### config.mk
export PLATFORM = sky130hd
export DESIGN_NAME = csr_wb_pipe
export DESIGN_NICKNAME = d
export VERILOG_FILES = /design/src/rtl/csr_wb_pipe.sv
export SDC_FILE = /design/constraint.sdc
export NUM_CORES = 1
export LEC_CHECK = 0
export CORE_ASPECT_RATIO = 0.8
export CORE_UTILIZATION = 43
export DETAILED_ROUTE_END_ITERATION = 8
export PLACE_DENSITY = 0.81
export SLEW_MARGIN = 20
export SYNTH_ARGS = -nofsm -noshare
export SYNTH_HDL_FRONTEND = slang
export SYNTH_SLANG_ARGS = --single-unit
### constraint.sdc
create_clock -name clk -period 6.35 [get_ports clk]
set_input_delay 1.27 -clock clk [delete_from_list [all_inputs] [get_ports clk]]
set_output_delay 1.27 -clock clk [all_outputs]
set_load 0.01 [all_outputs]
### src/rtl/csr_wb_pipe.sv
// csr_wb_pipe: MEM/WB write side of the CSR path.
// Carries the EX-stage CSR result (old value, new value, instruction) through
// MEM and WB registers, drives the CSR write port and the integer RF write of
// the old value to rd, flags illegal funct3, forwards pending CSR writes back
// to the EX-stage reader and counts committed legal CSR instructions.
// Ports:
//   clk, rst                      clock (rising edge), async active-high reset
//   ex_valid, ex_csr_inst,
//   ex_csr_old, ex_csr_new        EX-stage CSR instruction and its values
//   stall, flush                  hold / kill MEM stage (flush beats stall)
//   rd_csr_addr                   CSR address read in EX (forwarding compare)
//   csr_wben/wbaddr/wbdata        CSR write port (from WB)
//   rf_wen/waddr/wdata            integer RF write of old CSR value (from WB)
//   fwd_hit, fwd_data             forwarded pending CSR write, MEM wins
//   illegal                       WB instruction has funct3 000 or 100
//   csr_commit_cnt                committed legal CSR instruction count
module csr_wb_pipe #(
  parameter int unsigned CNT_W = 32
) (
  input  logic             clk,
  input  logic             rst,
  input  logic             ex_valid,
  input  logic [31:0]      ex_csr_inst,
  input  logic [31:0]      ex_csr_old,
  input  logic [31:0]      ex_csr_new,
  input  logic             stall,
  input  logic             flush,
  input  logic [11:0]      rd_csr_addr,
  output logic             csr_wben,
  output logic [11:0]      csr_wbaddr,
  output logic [31:0]      csr_wbdata,
  output logic             rf_wen,
  output logic [4:0]       rf_waddr,
  output logic [31:0]      rf_wdata,
  output logic             fwd_hit,
  output logic [31:0]      fwd_data,
  output logic             illegal,
  output logic [CNT_W-1:0] csr_commit_cnt
);

  typedef enum logic [2:0] {
    F3_ILL0 = 3'b000,
    F3_RW   = 3'b001,
    F3_RS   = 3'b010,
    F3_RC   = 3'b011,
    F3_ILL4 = 3'b100,
    F3_RWI  = 3'b101,
    F3_RSI  = 3'b110,
    F3_RCI  = 3'b111
  } funct3_e;

  funct3_e     ex_f3;
  logic        ex_illegal;
  logic        ex_csr_we;
  logic        ex_rf_we;
  logic        unused_opcode;

  logic        m_valid, m_csr_we, m_rf_we, m_illegal;
  logic [11:0] m_addr;
  logic [4:0]  m_rd;
  logic [31:0] m_old, m_new;

  logic        w_valid, w_csr_we, w_rf_we, w_illegal;
  logic [11:0] w_addr;
  logic [4:0]  w_rd;
  logic [31:0] w_old, w_new;

  logic        m_hit, w_hit;

  assign unused_opcode = ^ex_csr_inst[6:0];

  // Set/clear forms only write when the rs1/zimm field is non-zero.
  always_comb begin
    ex_f3      = funct3_e'(ex_csr_inst[14:12]);
    ex_illegal = (ex_f3 == F3_ILL0) || (ex_f3 == F3_ILL4);
    ex_csr_we  = 1'b0;
    case (ex_f3)
      F3_RW, F3_RWI:                 ex_csr_we = 1'b1;
      F3_RS, F3_RC, F3_RSI, F3_RCI:  ex_csr_we = (ex_csr_inst[19:15] != 5'd0);
      default:                       ex_csr_we = 1'b0;
    endcase
    ex_rf_we   = !ex_illegal && (ex_csr_inst[11:7] != 5'd0);
  end

  always_ff @(posedge clk or posedge rst) begin
    if (rst) begin
      m_valid   <= 1'b0;
      m_csr_we  <= 1'b0;
      m_rf_we   <= 1'b0;
      m_illegal <= 1'b0;
      m_addr    <= '0;
      m_rd      <= '0;
      m_old     <= '0;
      m_new     <= '0;
    end else begin
      if (flush)       m_valid <= 1'b0;
      else if (!stall) m_valid <= ex_valid;
      if (!stall) begin
        m_csr_we  <= ex_csr_we;
        m_rf_we   <= ex_rf_we;
        m_illegal <= ex_illegal;
        m_addr    <= ex_csr_inst[31:20];
        m_rd      <= ex_csr_inst[11:7];
        m_old     <= ex_csr_old;
        m_new     <= ex_csr_new;
      end
    end
  end

  // A stall leaves a bubble in WB; a flush kills the MEM instruction before
  // it can move on, while the instruction already in WB still commits.
  always_ff @(posedge clk or posedge rst) begin
    if (rst) begin
      w_valid   <= 1'b0;
      w_csr_we  <= 1'b0;
      w_rf_we   <= 1'b0;
      w_illegal <= 1'b0;
      w_addr    <= '0;
      w_rd      <= '0;
      w_old     <= '0;
      w_new     <= '0;
    end else begin
      w_valid <= m_valid && !stall && !flush;
      if (!stall) begin
        w_csr_we  <= m_csr_we;
        w_rf_we   <= m_rf_we;
        w_illegal <= m_illegal;
        w_addr    <= m_addr;
        w_rd      <= m_rd;
        w_old     <= m_old;
        w_new     <= m_new;
      end
    end
  end

  always_ff @(posedge clk or posedge rst) begin
    if (rst)                        csr_commit_cnt <= '0;
    else if (w_valid && !w_illegal) csr_commit_cnt <= csr_commit_cnt + 1'b1;
  end

  assign csr_wben   = w_valid && w_csr_we && !w_illegal;
  assign csr_wbaddr = w_addr;
  assign csr_wbdata = w_new;
  assign rf_wen     = w_valid && w_rf_we;
  assign rf_waddr   = w_rd;
  assign rf_wdata   = w_old;
  assign illegal    = w_valid && w_illegal;

  always_comb begin
    m_hit    = m_valid && m_csr_we && !m_illegal && (m_addr == rd_csr_addr);
    w_hit    = w_valid && w_csr_we && !w_illegal && (w_addr == rd_csr_addr);
    fwd_hit  = m_hit || w_hit;
    fwd_data = '0;
    if (m_hit)      fwd_data = m_new;
    else if (w_hit) fwd_data = w_new;
  end

endmodule
==> results.env <==
MIN_FROM='csr_commit_cnt[31]'
SHARE_OF_THE_SYNTHESIZED_AREA_IN_COMPOUND_GATES_AO_OA_AOI_OAI_PCT=2.21
AREA_OCCUPIED_BY_MULTI_INPUT_GATES_UM2=3600
CRITPATHKIND='input pin to primary output'
FINAL-HOLD-VIOLATION-COUNT=0
SYNTHDOMINANTAREACELLTYPE='dfrtp_1'
VIAS_PER_INST=5.13
CRITPATHARRIVALTIME_PS=3730
CTS_HOLD_REPAIR.BUFFERS=0
FINAL_CELLS=1239
PORT_BUFFERS=253
YOSYS.AREA_SHARE.ADDER_PCT=0.140
TIMING.FMAX_GHz=0.200
CTS_RESIZED=0
LAYOUT-DRIVE-GT1-SHARE_PCT=20.4
FINALCRITPERIODSHARE_PCT=78.7
FIRST_GLOBAL_VIAS=6489
SYNTHESIS.INSTANCES=718
FIN_HOLD_WS_PS=470
DRTANTENNAVIOLNETS=0
SETUP_VIOL=0
SYNTH_TOP_FAMILY_BY_AREA='multiplexers'
MUXSHAREOFSYNTHAREA_PCT=20.6
ROUTED_WIRE_LENGTH_PER_INSTANCE_UM=17.5
LAYOUT.CELL_AREA.NON_FILLER_UM2=12500
GLOBALROUTEOVERFLOWTOTAL=0
CLOCK-SKEW-FINAL_PS=15.1
FLOW.AREA_GROWTH_FROM_SYNTHESIS_PCT=39.8
CRIT_PATH_MAX_FANOUT=21
GROUTE.LAYER.MET2.USAGE_PCT=31.7
GRT_UTIL_ALL_LAYERS_PCT=20.2
FIN_SETUP_TNS_PS=0
TRITONCTS.NUM_BUFFERS=21
NUM_ANTENNA_CELLS=0
CLOCK_TREE.HTREE_LEVEL_COUNT=1
CLOCK_TREE.ROOT_CELL='clkbuf_16'
CRIT_PATH_START_KIND='input pin'
DRTITER0DRC=422
TRITONCTS_SINK_COUNT=202
LAYOUT_MIN_CYCLE_TIME_PS=5000
FINAL_UTIL_PCT=62.3
STATIC-LEAKAGE-POWER_nW=5.61
SYNTH_AREA_PER_CELL_UM2=12.5
RSZ0062_AT_GRT='false'
POST_SYNTH_AND_OR_NAND_NOR_AREA_FRACTION_PCT=11.6
STD_CELL_ROWS=46
DPL.CELL_COUNT=1200
GRT_ANTENNA_BEFORE_REPAIR=0
SYNTH.LIB_CELLS_USED.DISTINCT=38
CTS.CLK_SLEW.WORST_PATHS_PS=60
GRT_UTIL_MET1_PCT=26.3
ROUTE.VIAS.TOTAL=6356
YOSYS.AREA.TOP_TYPE_SHARE_PCT=56.5
PLACEABLECOREAREA_UM2=20100
DIE_W_UM=163
WORSTSETUPENDPOINTTYPE='primary output'
GP_CONGESTION=0.772
DETAIL_ROUTE.WIRELENGTH_MM=21.7
DRC=0
RUN_STATUS='completed'
TRANSITION_TIME_AT_THE_PIN_WITH_THE_LEAST_SLEW_MARGIN_PS=876
POWER_DENSITY_nW_PER_UM2=273
SYNTH.AREA.TOP_CELLS='dfrtp_1 57%, mux2_2 17%, xor2_1 3.8%'
POST-CTS-SETUP-BUFFER-COUNT=0
SYNTH_FF_TYPE='dfrtp_1'
SYNTH.CELL_AREA_UM2=8950
POWER.IR.VDD_WORST_mV=0.204
MOST_CROWDED_LAYER_GR='met2'
SYN-NUM-NETS=832
GRT_START_MAX_NET_PINS=203
CLOCK_TREE.BUFFER_DEPTH=3
YOSYS.AREA_SHARE.XOR_XNOR_PCT=5.38
WORST_EP_REQUIRED_TIME_PS=5080
YS_SEQ_AREA_SHARE_PCT=56.5
DIE_HEIGHT_UM=131
TOP_LEVEL_PORTS=262
HOLDCRITPATHCLASS='flip-flop to flip-flop'
FOOTPRINT_OF_THE_FLIP_FLOPS_AND_LATCHES_UM2=5050
YS_FF_LATCH=202
CLOCK_LATENCY_PS=500
STARTPOINT_OF_THE_WORST_SLACK_REG_TO_REG_TIMING_PATH='csr_commit_cnt[0]'
GLOBAL_ROUTE_WIRE_LENGTH_BEFORE_REPAIR_MM=34.3
POSTSYNTH.ASYNCRESETSHARE_PCT=100
DRV_SLEW=0
START_UTIL_PCT=44.5
PLACE_AREA_UM2=11700
NUM-NETS-FINAL=1074
CTS_TREE='yes'
FILLERS=1569
DIE-AREA_UM2=21400
MAX_CAP_VIOLATIONS=0
SYNTH_ENABLE_FLOP_CELLS=0
YOSYS_WARNINGS=0
GRT.MET3_USAGE_PCT=6.69
RELSLEWSLACK_PCT=41.1
WORST_SETUP_STARTPOINT='rd_csr_addr[4]'
PLACE_HPWL_MM=14.3
DRT_FIRST_PASS_ITERS=4
-- final timing paths --
| kind | slack (ps) | cells past startpoint | endpoint |
|---|---|---|---|
| hold reg to reg | 470 | 1 | csr_commit_cnt[31] |
| hold / removal | 470 | 1 | csr_commit_cnt[31] |
| min in group asynchronous | 1210 | 3 | csr_commit_cnt[13] |
| setup / recovery | 1350 | 7 | fwd_data[7] |
| max in group asynchronous | 4060 | 4 | csr_commit_cnt[1] |
| setup reg to reg | 4290 | 5 | csr_commit_cnt[18] |
-- cells in the mapped netlist (6+ instances only) --
master,n
clkbuf_1,26
nor3_1,8
mux2_2,134
inv_1,36
and3_1,34
nand2_1,51
nand4_1,40
mux2i_1,33
buf_2,16
dfrtp_1,202
nand3_1,6
o21ai_0,35
xor2_1,39
nor2_1,9
xnor2_1,16
-- metal layers --
layer  wire, um  vias to the layer above
li1           -                     2993
met1       9120                     3096
met2      10000                      218
met3       1920                       49
met4        622                        0
met5          0                        -
-- state kept, by name, summed over array words and instances (netlist names) --
signal,cells
m_illegal,1
csr_wbdata,32
rf_waddr,5
m_new,32
m_rd,5
m_addr,12
w_valid,1
w_illegal,1
csr_wbaddr,12
m_valid,1
m_old,32
w_csr_we,1
csr_commit_cnt,32
rf_wdata,32
m_rf_we,1
w_rf_we,1
m_csr_we,1
-- stage by stage --
| stage | setup WS [ps] | power [W] |
|---|---|---|
| 2_1_floorplan | 2460 | 0.00179 |
| 3_3_place_gp | 1420 | 0.00209 |
| 3_5_place_dp | 1380 | 0.00211 |
| 4_1_cts | 1350 | 0.00345 |
| 5_1_grt | 1230 | 0.00356 |
| 6_report | 1350 | 0.00342 |
-- worst max-delay path: stages --
cell and delay (ps):
clkdlybuf4s50_1 480, xnor2_2 550, buf_4 350, and3_1 190, nand4_1 110, mux2i_1 190
clkdlybuf4s50_1 570
-- kinds of logic (layout without fill, tap and decap cells) --
| kind of cell | Yosys count | after routing |
|---|---|---|
| multiplexers | 167 | 167 |
| XOR/XNOR | 55 | 55 |
| adder cells (fa/ha/maj) | 1 | 1 |
| AND/OR/NAND/NOR | 176 | 176 |
| buffers and inverters | 79 | 336 |
| AO/OA/AOI/OAI | 38 | 38 |
| flip-flops | 202 | 202 |
-- placed cells by master (no fill, tap or decap), types with 2 or more instances in the layout --
| master | count |
|---|---|
| nand3_1 | 6 |
| clkinv_2 | 3 |
| xor2_1 | 39 |
| clkdlybuf4s50_1 | 252 |
| or4_1 | 2 |
| nand2_1 | 51 |
| nor2_1 | 9 |
| o21ai_0 | 35 |
| inv_1 | 35 |
| clkbuf_1 | 2 |
| clkinvlp_4 | 2 |
| nor3_2 | 4 |
| nor4_1 | 3 |
| buf_4 | 7 |
| nand4_1 | 40 |
| clkbuf_8 | 7 |
| and3_1 | 34 |
| and4_1 | 3 |
| clkbuf_16 | 21 |
| xnor2_1 | 15 |
| dfrtp_1 | 202 |
| bufinv_16 | 3 |
| mux2_2 | 134 |
| nor3_1 | 7 |
| nor4_4 | 4 |
| mux2i_1 | 33 |
-- layout make-up --
| cell class | instances | share of cell area (%) |
|---|---|---|
| multi-input combinational | 437 | 28.8 |
| clock buffer | 30 | 5.03 |
| sequential | 202 | 40.4 |
| timing repair buffer | 262 | 21.1 |
| inverter | 36 | 1.11 |
| tap | 264 | 2.64 |
| clock inverter | 8 | 0.970 |
-- power by group --
group	internal (W)	switching, W	leakage [nW]	total, W
Combinational	0.000321	0.000249	2.79	0.000570
Clock	0.000812	0.000516	0.370	0.00133
Sequential	0.00142	0.0000939	2.46	0.00152
Note: power is estimated with default switching activity, not from simulation.
